--- src/rtl/fifo_rd_pkg.sv ---
// fifo_rd_pkg: shared widths and limits for the FIFO read-side drain engine
package fifo_rd_pkg;
  localparam int DEF_BURST = 8;
  localparam int OCC_W = 2;
  localparam logic [OCC_W-1:0] OCC_MAX = 2'd2;
  function automatic int beat_w(int burst);
    return $clog2(burst) + 1;
  endfunction
  localparam int BEAT_W = beat_w(DEF_BURST);
endpackage

--- src/rtl/fifo_rd_stream_skid_buf2.sv ---
// skid_buf2: 2-entry in-order register buffer (push/din in, pop in, dout=head, occ out)
module skid_buf2
  import fifo_rd_pkg::*;
#(
  parameter int DW = 16
) (
  input  logic             clk,
  input  logic             rst,
  input  logic             push,
  input  logic [DW-1:0]    din,
  input  logic             pop,
  output logic [DW-1:0]    dout,
  output logic [OCC_W-1:0] occ
);
  logic [DW-1:0] e0, e1, e0_n, e1_n;
  always_comb begin
    e0_n = (pop && occ == OCC_MAX) ? e1 :
           (push && (occ == '0 || (pop && occ == 2'd1))) ? din : e0;
    e1_n = (push && ((occ == 2'd1 && !pop) || (occ == OCC_MAX && pop))) ? din : e1;
  end
  always_ff @(posedge clk) begin
    if (rst) begin
      e0  <= '0;
      e1  <= '0;
      occ <= '0;
    end else begin
      e0  <= e0_n;
      e1  <= e1_n;
      occ <= occ + OCC_W'(push) - OCC_W'(pop);
    end
  end
  always_ff @(posedge clk)
    if (!rst && push && !pop) assert (occ != OCC_MAX);
  assign dout = e0;
endmodule

--- src/rtl/fifo_rd_stream.sv ---
// fifo_rd_stream: pops a FIFO read port with credit control and streams words (m_valid/m_ready/m_data/m_last/beat_cnt)
module fifo_rd_stream
  import fifo_rd_pkg::*;
#(
  parameter int DW    = 16,
  parameter int BURST = DEF_BURST
) (
  input  logic                  clk,
  input  logic                  rst,
  input  logic                  en,
  input  logic                  fifo_rempty,
  output logic                  fifo_rden,
  input  logic [DW-1:0]         fifo_rdata,
  output logic                  m_valid,
  input  logic                  m_ready,
  output logic [DW-1:0]         m_data,
  output logic                  m_last,
  output logic [beat_w(BURST)-1:0] beat_cnt
);
  localparam int BW = beat_w(BURST);
  logic             inflight, pop_out;
  logic [OCC_W-1:0] occ;
  logic [2:0]       cred;
  skid_buf2 #(.DW(DW)) u_buf (
    .clk  (clk),
    .rst  (rst),
    .push (inflight),
    .din  (fifo_rdata),
    .pop  (pop_out),
    .dout (m_data),
    .occ  (occ)
  );
  always_comb begin
    m_valid   = occ != '0;
    pop_out   = m_valid && m_ready;
    cred      = {1'b0, occ} + {2'b0, inflight} - {2'b0, pop_out};
    fifo_rden = en && !fifo_rempty && !rst && cred < {1'b0, OCC_MAX};
    m_last    = m_valid && beat_cnt == BW'(BURST - 1);
  end
  always_ff @(posedge clk) begin
    if (rst) begin
      inflight <= 1'b0;
      beat_cnt <= '0;
    end else begin
      inflight <= fifo_rden;
      beat_cnt <= !pop_out ? beat_cnt : (beat_cnt == BW'(BURST - 1)) ? '0 : beat_cnt + 1'b1;
    end
  end
endmodule

--- config.mk ---
export PLATFORM = sky130hd
export DESIGN_NAME = fifo_rd_stream
export DESIGN_NICKNAME = d
export VERILOG_FILES = /design/src/rtl/fifo_rd_pkg.sv /design/src/rtl/fifo_rd_stream_skid_buf2.sv /design/src/rtl/fifo_rd_stream.sv
export SDC_FILE = /design/constraint.sdc
export NUM_CORES = 1
export LEC_CHECK = 0
export ABC_AREA = 1
export CELL_PAD_IN_SITES_DETAIL_PLACEMENT = 1
export CELL_PAD_IN_SITES_GLOBAL_PLACEMENT = 1
export CORE_MARGIN = 2
export CORE_UTILIZATION = 39
export CTS_BUF_LIST = sky130_fd_sc_hd__clkbuf_16
export CTS_CLUSTER_DIAMETER = 40
export DETAILED_ROUTE_END_ITERATION = 7
export PLACE_DENSITY = 0.94
export SYNTH_ARGS = -nofsm -noshare
export SYNTH_HDL_FRONTEND = slang
export SYNTH_HIERARCHICAL = 1
export SYNTH_SLANG_ARGS = --single-unit
--- constraint.sdc ---
create_clock -name clk -period 3 [get_ports clk]
set_input_delay 0.45 -clock clk [delete_from_list [all_inputs] [get_ports clk]]
set_output_delay 0.45 -clock clk [all_outputs]
set_load 0.05 [all_outputs]
# Word level (Yosys, flattened, before mapping)
# Index checks and enable logic that the tools add are counted.
# word_totals
regBits	39
word_cells	35
inputBits	21
# classes
eq_ne	3
n_reduce_logical	18
n_addsub	5
muxes	3
n_lt_le_gt_ge	1
# ops
cell	n
$mux 16	2
$logic_and 1x1->1	10
$add 4x1->4 const B	1
$eq 4x3->1 const B	1
$mux 4	1
$reduce_bool 2->1	2
$add 2x1->3	1
$logic_not 1->1	3
$lt 3x2->1 const B	1
$sub 3x1->3	1
$add 2x1->2	1
$eq 2x1->1 const B	1
$eq 2x2->1 const B	1
$logic_not 2->1	1
$logic_or 1x1->1	2
$sub 2x1->2	1

# Depth between registers and ports, before layout
# Gate-level depths: netlist (run 1).
# depth
depth_word	7
depth_mapped	10
mapped_depth_nobuf	8

# Modules after synthesis
# The synthesis (run 1) kept the hierarchy.
# modules_own_cells
module	n_inst	cells_per_inst	area_per_inst_um2
skid_buf2	1	267	1810.5
fifo_rd_stream	1	44	326.6

# Worst setup path after synthesis (run 1)
# Ideal clock, no wire load.
# synth_timing
kind	register to output
from	register u_buf.occ[1]
to	output port fifo_rden
slack_ns	0.213
t_arrival_ns	2.337
stages_incl_launch_ff	9
t_required_ns	2.550
cell_sequence	dfxtp_1 nor2_4 nor2_4 ha_1 inv_1 nand2_1 fa_1 nand3_1 nor2_1
# synth_between
elab_chain_cells	5
# synth_lines
element	line	source
start: declaration	fifo_rd_stream_skid_buf2.sv:13	output logic [OCC_W-1:0] occ
start signal: assignment	fifo_rd_stream_skid_buf2.sv:29	occ <= occ + OCC_W'(push) - OCC_W'(pop);
$reduce_bool 2->1	fifo_rd_stream.sv:34	m_valid = occ != '0;
$logic_and 1x1->1	fifo_rd_stream.sv:35	pop_out = m_valid && m_ready;
net pop_out	fifo_rd_stream.sv:21	logic inflight, pop_out;
$sub 3x1->3	fifo_rd_stream.sv:36	cred = {1'b0, occ} + {2'b0, inflight} - {2'b0, pop_out};
$lt 3x2->1	fifo_rd_stream.sv:37	fifo_rden = en && !fifo_rempty && !rst && cred < {1'b0, OCC_MAX};
$logic_and 1x1->1	fifo_rd_stream.sv:37	
end: declaration	fifo_rd_stream.sv:12	output logic fifo_rden,
# The timed path passes the listed nets, and every way through them passes these cells.

# Worst setup path in the final report (run 1)
# layout_timing
from	input port m_ready
to	output port fifo_rden
# layout_between
elab_chain_cells	4
# layout_lines
element	line	source
start: declaration	fifo_rd_stream.sv:15	input logic m_ready,
$logic_and 1x1->1	fifo_rd_stream.sv:35	
net pop_out	fifo_rd_stream.sv:21	
$sub 3x1->3	fifo_rd_stream.sv:36	
$lt 3x2->1	fifo_rd_stream.sv:37	
$logic_and 1x1->1	fifo_rd_stream.sv:37	
# The timed path passes the listed nets, and every way through them passes these cells.

==> results of run 1 <==
through the flow:
step | power [mW] | hold slack, ns | instance area (um^2) | util [%] | setup WS, ns
6_report | 2.35 | 0.498 | 2720 | 52.3 | 0.0993
5_1_grt | 2.49 | 0.550 | 2720 | 52.3 | 0.00734
3_5_place_dp | 1.76 | 0.494 | 2560 | 49.1 | 0.0675
2_1_floorplan | 1.47 | 0.512 | 2140 | - | 0.213
3_3_place_gp | 1.72 | 0.486 | 2560 | 49.1 | 0.186
4_1_cts | 2.37 | 0.503 | 2720 | 52.3 | 0.0874
power by group:
| group | internal [mW] | switching [mW] | leakage [nW] | total [mW] |
|---|---|---|---|---|
| registers | 0.619 | 0.0666 | 0.316 | 0.686 |
| clock network | 0.388 | 0.201 | 0.0812 | 0.588 |
| logic | 0.335 | 0.736 | 0.909 | 1.07 |
| total | 1.34 | 1.00 | 1.31 | 2.35 |
cell usage in the layout, fill, tap and decap left out, types with 4 or more instances in the layout:
cell type,n
a21oi_1,17
buf_4,4
clkbuf_16,5
clkdlybuf4s50_1,42
dfxtp_1,39
ha_1,4
inv_1,27
nand2_1,91
nand2_2,4
nand3_1,4
nand3b_1,16
nand4_1,16
nor2_1,58
worst reg2reg max path, stage by stage, from the launching register on:
cell     delay [ns]
dfxtp_1        0.44
nor2_4         0.09
nor2_4         0.10
buf_4          0.33
nand3_4        0.12
nand2_1        0.12
nand2_2        0.34
nor2_1         0.28
nor2_1         0.07
how the worst max path moves through the flow:
| stage | slack [ns] | end | depth (start not counted) | from |
|---|---|---|---|---|
| after floorplan | 0.21 | fifo_rden | 8 | u_buf/occ[1]$_SDFF_PP0_ |
| after global placement | 0.19 | fifo_rden | 10 | m_ready |
| after detailed placement | 0.07 | fifo_rden | 10 | m_ready |
| after CTS | 0.09 | fifo_rden | 10 | m_ready |
| after global routing | 0.007 | fifo_rden | 10 | m_ready |
| final | 0.1 | fifo_rden | 10 | m_ready |
kinds of logic (layout without fill, tap and decap cells):
logic type	Yosys count	after routing	synth area share (%)
xor gates and xnor gates	3	3	1.23
and+or+nand+nor	196	196	42.3
AOI/OAI and AO/OA	20	20	4.86
adders and majority gates	5	5	3.28
buffers and inverters	48	85	11.8
DFF	39	39	36.5
state kept, by name, indices dropped and copies added (netlist names):
name and count:
u_buf/dout 16, inflight 1, beat_cnt 4, u_buf/occ 2, u_buf/e1 16
area by class of cell:
class,count,area (um^2)
Sequential cell,39,781
Clock buffer,5,125
Timing Repair Buffer,47,470
Inverter,30,113
Fill cell,679,2480
Clock inverter,3,38.8
Multi-Input combinational cell,224,1100
Tap cell,70,87.6
synth_stat cells (all sizes together):
library cell and n:
nand2 95, nor2 63, dfxtp 39, inv 30
a21oi 18, buf 17, nand4 17, nand3b 16
nand3 5, ha 4, xor2 3, o21ai 2
clkbuf 1, fa 1
per-layer routing:
| layer | vias to the layer above | part of all wire [%] | global-route usage, % |
|---|---|---|---|
| met4 | 0 | 1.2 | 8.07 |
| li1 | 1046 | - | - |
| met3 | 5 | 2.7 | 2.41 |
| met2 | 41 | 53 | 40.4 |
| met1 | 980 | 43 | 24.7 |
| met5 | - | 0 | 0 |
==> impl_metrics.yaml, run 1 <==
status:
  status: "complete, no violations"
worst_setup_path:
  critPathTopFamily: "buffers and inverters"
  rr_worst_depth: 8
  cp.arrival_ns: 2.45
  slowest_delay_ns: 0.51
  cp_max_fo: 2
  critical_path.slowest_cell: "clkdlybuf4s50_1"
  cp_cell_sequence: "clkdlybuf4s50_1 -> inv_2 -> nor2_4 -> ha_1 -> inv_1 -> nand2_1 -> fa_1 -> nand3_1 -> nor2_1 -> buf_12"
  worst-path-buf-inv: 4
  path_class: "in -> out"
  r2r-start: "u_buf/occ[0]$_SDFF_PP0_"
  r2r_end: "u_buf/dout[15]$_SDFFE_PP0P_"
  endpoint_kind: "output pin"
  cp-start-kind: "input pin"
  ff2ff_setup_slack_ns: 1.00
  cp_data_required_time_ns: 2.55
global_routing:
  grt_max_degree: 34
  grt_overflow_total: 0
  grt_usage_pct: 21.5
  grt_pass1_vias: 2214
  grt_pass1_wl_um: 10400
  antenna_found_initial: 0
sta:
  setup-tns-final_ns: 0
  timing.final.crit_share_pct: 96.7
  clock_skew_ns: 0.00800
  rsz0062_at_grt: "no"
  hold_viol_final: 0
  worst_pin_slew_ns: 0.607
  fmax_mhz: 345
  setup_violations: 0
  relSlewSlack_pct: 59.4
  fin_crit_ns: 2.90
  drv_slew: 0
synthesis:
  yosys_warnings: 6
  synthCells: 311
  synth.avg_cell_area_um2: 6.87
  synth_area_um2: 2140
  synth_top_area_cell: "dfxtp_1"
  yosysUniqueCellTypes: 23
  netlist.area_leader.share_pct: 36.5
  ys_seq_elements: 39
  netlist_top_cells_area: "dfxtp_1, nand2_1, nor2_1"
  synth.yosys.seq_area_share_pct: 36.5
  synth_nets: 337
route:
  totalWireLength_um: 6110
  detail_route.wl_per_cell_um: 14.6
  num_vias: 2072
  drt-vias-per-instance: 4.96
  drtPass1Iterations: 4
  drc: 0
  drt_iter0_markers: 114
  ant_nets: 0
clock_tree:
  htreeDepth: 2
  clk_latency_ns: 0.28
  cts_buffers: 5
  post_cts_buffers: 0
  clk_pin_slew_ns: 0.05
  ctsLongestPathBuffers: 2
  cts-hold-fix-buffers: 0
  post_cts_resized: 0
  clkSinkCount: 39
  cts-root-buf: "clkbuf_16"
  cts_tree: "done"
placement:
  dp.final_hpwl_um: 3880
  dp_cells: 410
  gp_congestion: 0.730
  io_buffer_count: 43
floorplanning:
  dieArea_um2: 6090
  rows: 26
  die_x_um: 78.0
  ios: 44
  chipHeight_um: 78.0
  start_util_pct: 41.1
  coreArea_um2: 5200
pwr:
  ir_worst_vdd_v: 0.000357
  power.density_nw_per_um2: 862
  total_leakage_power_nw: 1.31
final_layout:
  n_antenna_cell: 0
  fin_nets: 373
  drive_gt1_share_pct: 7.76
  fin_cells: 418
  syn_to_final_growth_pct: 27.3
worst_hold_path:
  hp-start: "beat_cnt[0]$_SDFFE_PP0P_"
  hold_class: "reg -> reg"
  hold_path_depth: 2
  whs_endpoint: "beat_cnt[0]$_SDFFE_PP0P_"
run:
  cap_viol_max_count: 0
Note: power is estimated with default switching activity, not from simulation.
==> run 2, diff against run 1 <==
CORE_ASPECT_RATIO = 0.6   (was not set)
GPL_TIMING_DRIVEN = 0   (was not set)
RECOVER_POWER = 25   (was not set)
==> run 2 against run 1 <==
- wire length is 14% higher
- flip-flop and latch count stayed put
- clock power is 11% lower
- register-to-register slack better by 0.06 ns
- sequential power is 3.2% higher
- core utilization is 2.0 points higher
- first-iteration DRC count is 8.8% higher
- via count is 7.3% higher
- worst setup slack worse by 0.024 ns
- final cell count is 2.9% higher
- critical endpoint unchanged
- largest cell class unchanged
- largest power group unchanged
==> impl_metrics.yaml, run 2 (same netlist as run 1, synthesis figures left out) <==
status:
  status: "complete, no violations"
clock_tree:
  cts_tree: "done"
  htreeDepth: 2
  cts-root-buf: "clkbuf_16"
  ctsLongestPathBuffers: 2
  clk_pin_slew_ns: 0.06
  clkSinkCount: 39
  clk_latency_ns: 0.29
  cts_buffers: 5
floorplanning:
  dieArea_um2: 6110
  die_x_um: 99.6
  start_util_pct: 41.3
  ios: 44
  coreArea_um2: 5180
  chipHeight_um: 61.3
  rows: 20
worst_hold_path:
  hold_class: "reg -> reg"
  hold_path_depth: 4
pwr:
  ir_worst_vdd_v: 0.000311
  power.density_nw_per_um2: 842
  total_leakage_power_nw: 1.37
final_layout:
  n_fill_cell: 667
  fin_nets: 389
  drive_gt1_share_pct: 12.1
  most-common-layout-cells: "nand2_1, nor2_1, clkdlybuf4s50_1, dfxtp_1, inv_1"
  seq_area_um2: 782
  multi_input_area_um2: 1110
  syn_to_final_growth_pct: 31.6
  final_common_cell: "nand2_1"
  n_antenna_cell: 0
route:
  num_vias: 2223
  drt-vias-per-instance: 5.17
  drtPass1Iterations: 4
  ant_nets: 0
  drc: 0
  detail_route.wl_per_cell_um: 16.2
  drt_iter0_markers: 124
  totalWireLength_um: 6980
sta:
  hold_viol_final: 0
  setup_violations: 0
  drv_slew: 0
  relSlewSlack_pct: 65.0
  fin_crit_ns: 2.92
  hold_slack_ns: 0.513
  clock_skew_ns: 0.00475
  worst_pin_slew_ns: 0.523
  fmax_mhz: 342
  worst_slack_ns: 0.0754
  timing.final.crit_share_pct: 97.5
global_routing:
  grt_pass1_vias: 2221
  grt_pass1_wl_um: 11200
  grt_max_degree: 13
  grt_usage_pct: 24.1
  antenna_found_initial: 0
  grt_overflow_total: 0
worst_setup_path:
  path_class: "in -> out"
  r2r-start: "u_buf/occ[1]$_SDFF_PP0_"
  rr_worst_depth: 10
  cp.arrival_ns: 2.47
  endpoint_kind: "output pin"
  cp_max_fo: 5
  cp-startpoint: "m_ready"
  cp_data_required_time_ns: 2.55
  endpoint: "fifo_rden"
  cp-start-kind: "input pin"
  r2r_end: "u_buf/dout[11]$_SDFFE_PP0P_"
  ff2ff_setup_slack_ns: 1.06
placement:
  dp_slack_ns: -0.610
  dp.final_hpwl_um: 4940
  io_buffer_count: 43
  gp_congestion: 0.852
run:
  cap_viol_max_count: 0
## run 2: metrics by stage
step | std cells | utilization [%] | power [mW] | instance area, um^2 | setup TNS (ns)
after floorplan | 311 | - | 1.47 | 2140 | 0
after global placement | 420 | 51.2 | 1.76 | 2650 | -0.556
after detailed placement | 420 | 51.2 | 1.81 | 2650 | -0.610
after CTS | 428 | 53.8 | 2.34 | 2790 | 0
after global routing | 430 | 54.3 | 2.50 | 2810 | -0.0297
final | 430 | 54.3 | 2.37 | 2810 | 0
## run 2: worst min path at each step
stage                          startpoint                         end  slack, ns
6_report       u_buf/dout[1]$_SDFFE_PP0P_  u_buf/dout[1]$_SDFFE_PP0P_       0.51
5_1_grt          beat_cnt[0]$_SDFFE_PP0P_    beat_cnt[0]$_SDFFE_PP0P_       0.55
4_1_cts          beat_cnt[0]$_SDFFE_PP0P_    beat_cnt[0]$_SDFFE_PP0P_       0.51
3_5_place_dp     beat_cnt[0]$_SDFFE_PP0P_    beat_cnt[0]$_SDFFE_PP0P_       0.50
3_3_place_gp     beat_cnt[0]$_SDFFE_PP0P_    beat_cnt[0]$_SDFFE_PP0P_       0.49
2_1_floorplan                         rst    beat_cnt[2]$_SDFFE_PP0P_       0.51
## run 2: repair_timing
action	CTS	global route
buffers inserted	0	2
hold buffers	0	0
endpoints found under the setup margin	1	1
gates resized for setup	6	3
pin swaps	1	2
## run 2: routing by layer
metal,GRT usage [%],wire length [um]
met3,3.86,365
met5,0,0
met4,7.83,86
met2,40.5,3200
met1,32.6,3330
## run 2: final cells by class
type,instances,share of cell area (%)
clock buffer,5,4.45
timing repair buffer,45,15.9
buffer,18,4.94
tap,66,2.94
multi-input combinational,224,39.4
sequential,39,27.8
inverter,30,4.01
clock inverter,3,0.579
## run 2: critical path, stage by stage
cell and delay, ns:
clkdlybuf4s50_1 0.51, inv_2 0.06, nor2_4 0.19, ha_1 0.26, inv_1 0.06, nand2_1 0.07, fa_1 0.49, nand3_1 0.12
nor2_2 0.12, buf_6 0.17
## run 2: power breakdown
group          switching, mW  internal, mW
combinational          0.752         0.383
clock                  0.220         0.304
sequential            0.0867         0.621
total                   1.06          1.31
==> run 3, diff against run 2 <==
CTS_CLUSTER_SIZE = 8   (was not set)
SKIP_CTS_REPAIR_TIMING = 1   (was not set)
==> run 3 against run 2 <==
- power is 0.42% lower
- largest cell class unchanged
- worst hold slack hardly changed
- clock skew hardly changed
- non-clock buffer count stayed put
- highest routed layer unchanged
- flip-flop and latch count stayed put
==> impl_metrics.yaml, run 3 (same netlist as run 1, synthesis figures left out) <==
pwr:
  ir_worst_vdd_v: 0.000306
  total_leakage_power_nw: 1.36
  power.density_nw_per_um2: 840
worst_setup_path:
  cp_max_fo: 5
  cp.arrival_ns: 2.45
  cp_data_required_time_ns: 2.55
  path_class: "in -> out"
  endpoint_kind: "output pin"
  cp-start-kind: "input pin"
sta:
  hold_slack_ns: 0.513
  drv_slew: 0
  fmax_mhz: 345
  hold_viol_final: 0
  timing.final.crit_share_pct: 96.7
  worst_slack_ns: 0.100
  clock_skew_ns: 0.00472
  fin_crit_ns: 2.90
  setup_violations: 0
  relSlewSlack_pct: 65.0
  worst_pin_slew_ns: 0.523
placement:
  dp_slack_ns: -0.610
  post_dp_cell_area_um2: 2650
  gp_congestion: 0.852
  dp.final_hpwl_um: 4940
  io_buffer_count: 43
  dp_cells: 420
global_routing:
  antenna_found_initial: 0
  grt_max_degree: 13
  grt_util_met2_pct: 40.5
  grt.busiest_layer: "met2"
  grt_use_met1_pct: 32.6
  grt_usage_pct: 24.1
  grt_overflow_total: 0
  grt_pass1_vias: 2221
  grtUsageMet3_pct: 3.86
  grt_pass1_wl_um: 11200
final_layout:
  most-common-layout-cells: "nand2_1, nor2_1, clkdlybuf4s50_1, dfxtp_1, inv_1"
  n_fill_cell: 668
  drive_gt1_share_pct: 11.8
  fin_cells: 430
  final_common_cell: "nand2_1"
  n_antenna_cell: 0
  fin_nets: 389
  final_area_um2: 2810
  syn_to_final_growth_pct: 31.3
floorplanning:
  start_util_pct: 41.3
  rows: 20
  die_x_um: 99.6
  chipHeight_um: 61.3
  dieArea_um2: 6110
  coreArea_um2: 5180
  ios: 44
status:
  status: "complete, no violations"
route:
  drtPass1Iterations: 4
  totalWireLength_um: 6970
  drc: 0
  drt-vias-per-instance: 5.12
  detail_route.wl_per_cell_um: 16.2
  num_vias: 2202
  drt_iter0_markers: 136
  ant_nets: 0
clock_tree:
  ctsLongestPathBuffers: 2
  cts_tree: "done"
  clk_pin_slew_ns: 0.06
  cts_buffers: 5
  clk_latency_ns: 0.29
  htreeDepth: 2
  clkSinkCount: 39
  cts-root-buf: "clkbuf_16"
run:
  cap_viol_max_count: 0
worst_hold_path:
  hold_class: "reg -> reg"
[run 3: cell counts in the layout (fill, tap and decap cells not counted)]
No cell type changed its count.
[run 3: critical path, cell delays in order]
cell,delay [ns]
clkdlybuf4s50_1,0.51
inv_2,0.06
nor2_4,0.16
ha_1,0.26
inv_1,0.05
nand2_1,0.05
fa_1,0.48
nand3_1,0.10
nor2_1,0.12
buf_4,0.20
[run 3: report_power, final]
part | switching (mW) | internal, mW
combinational | 0.745 | 0.382
clock | 0.217 | 0.303
sequential | 0.0867 | 0.621
total | 1.05 | 1.31
[run 3: per-stage QoR]
stage / setup TNS, ns / util (%) / power, mW
global route: -0.0101 / 54.2 / 2.49
finish: 0 / 54.2 / 2.36
detailed placement: -0.610 / 51.2 / 1.81
global placement: -0.556 / 51.2 / 1.76
CTS: -0.619 / 53.9 / 2.34
floorplan: 0 / - / 1.47
[run 3: area by class of cell]
cell class	instances	area [um^2]	share of cell area (%)
well taps	66	82.6	2.94
inverters	30	113	4.01
repair buffers	45	443	15.8
flip-flops and latches	39	782	27.9
clock inverters	3	16.3	0.580
clock buffers	5	125	4.46
plain buffers	18	139	4.95
multi-input cells	224	1100	39.4
[run 3: final timing paths]
path | start | endpoint | slack (ns) | cells past startpoint
setup reg to reg | u_buf/occ[1]$_SDFF_PP0_ | u_buf/dout[11]$_SDFFE_PP0P_ | 1.03 | 10
hold reg to reg | u_buf/dout[1]$_SDFFE_PP0P_ | u_buf/dout[1]$_SDFFE_PP0P_ | 0.51 | 4
setup / recovery | m_ready | fifo_rden | 0.10 | 10
hold / removal | u_buf/dout[1]$_SDFFE_PP0P_ | u_buf/dout[1]$_SDFFE_PP0P_ | 0.51 | 4
[run 3: layer usage]
metal  vias to the layer above  share of wire (%)
met5                         -                  0
met4                         0                1.1
met3                         9                5.2
met2                        64                 46
met1                      1052                 48
li1                       1077                  -
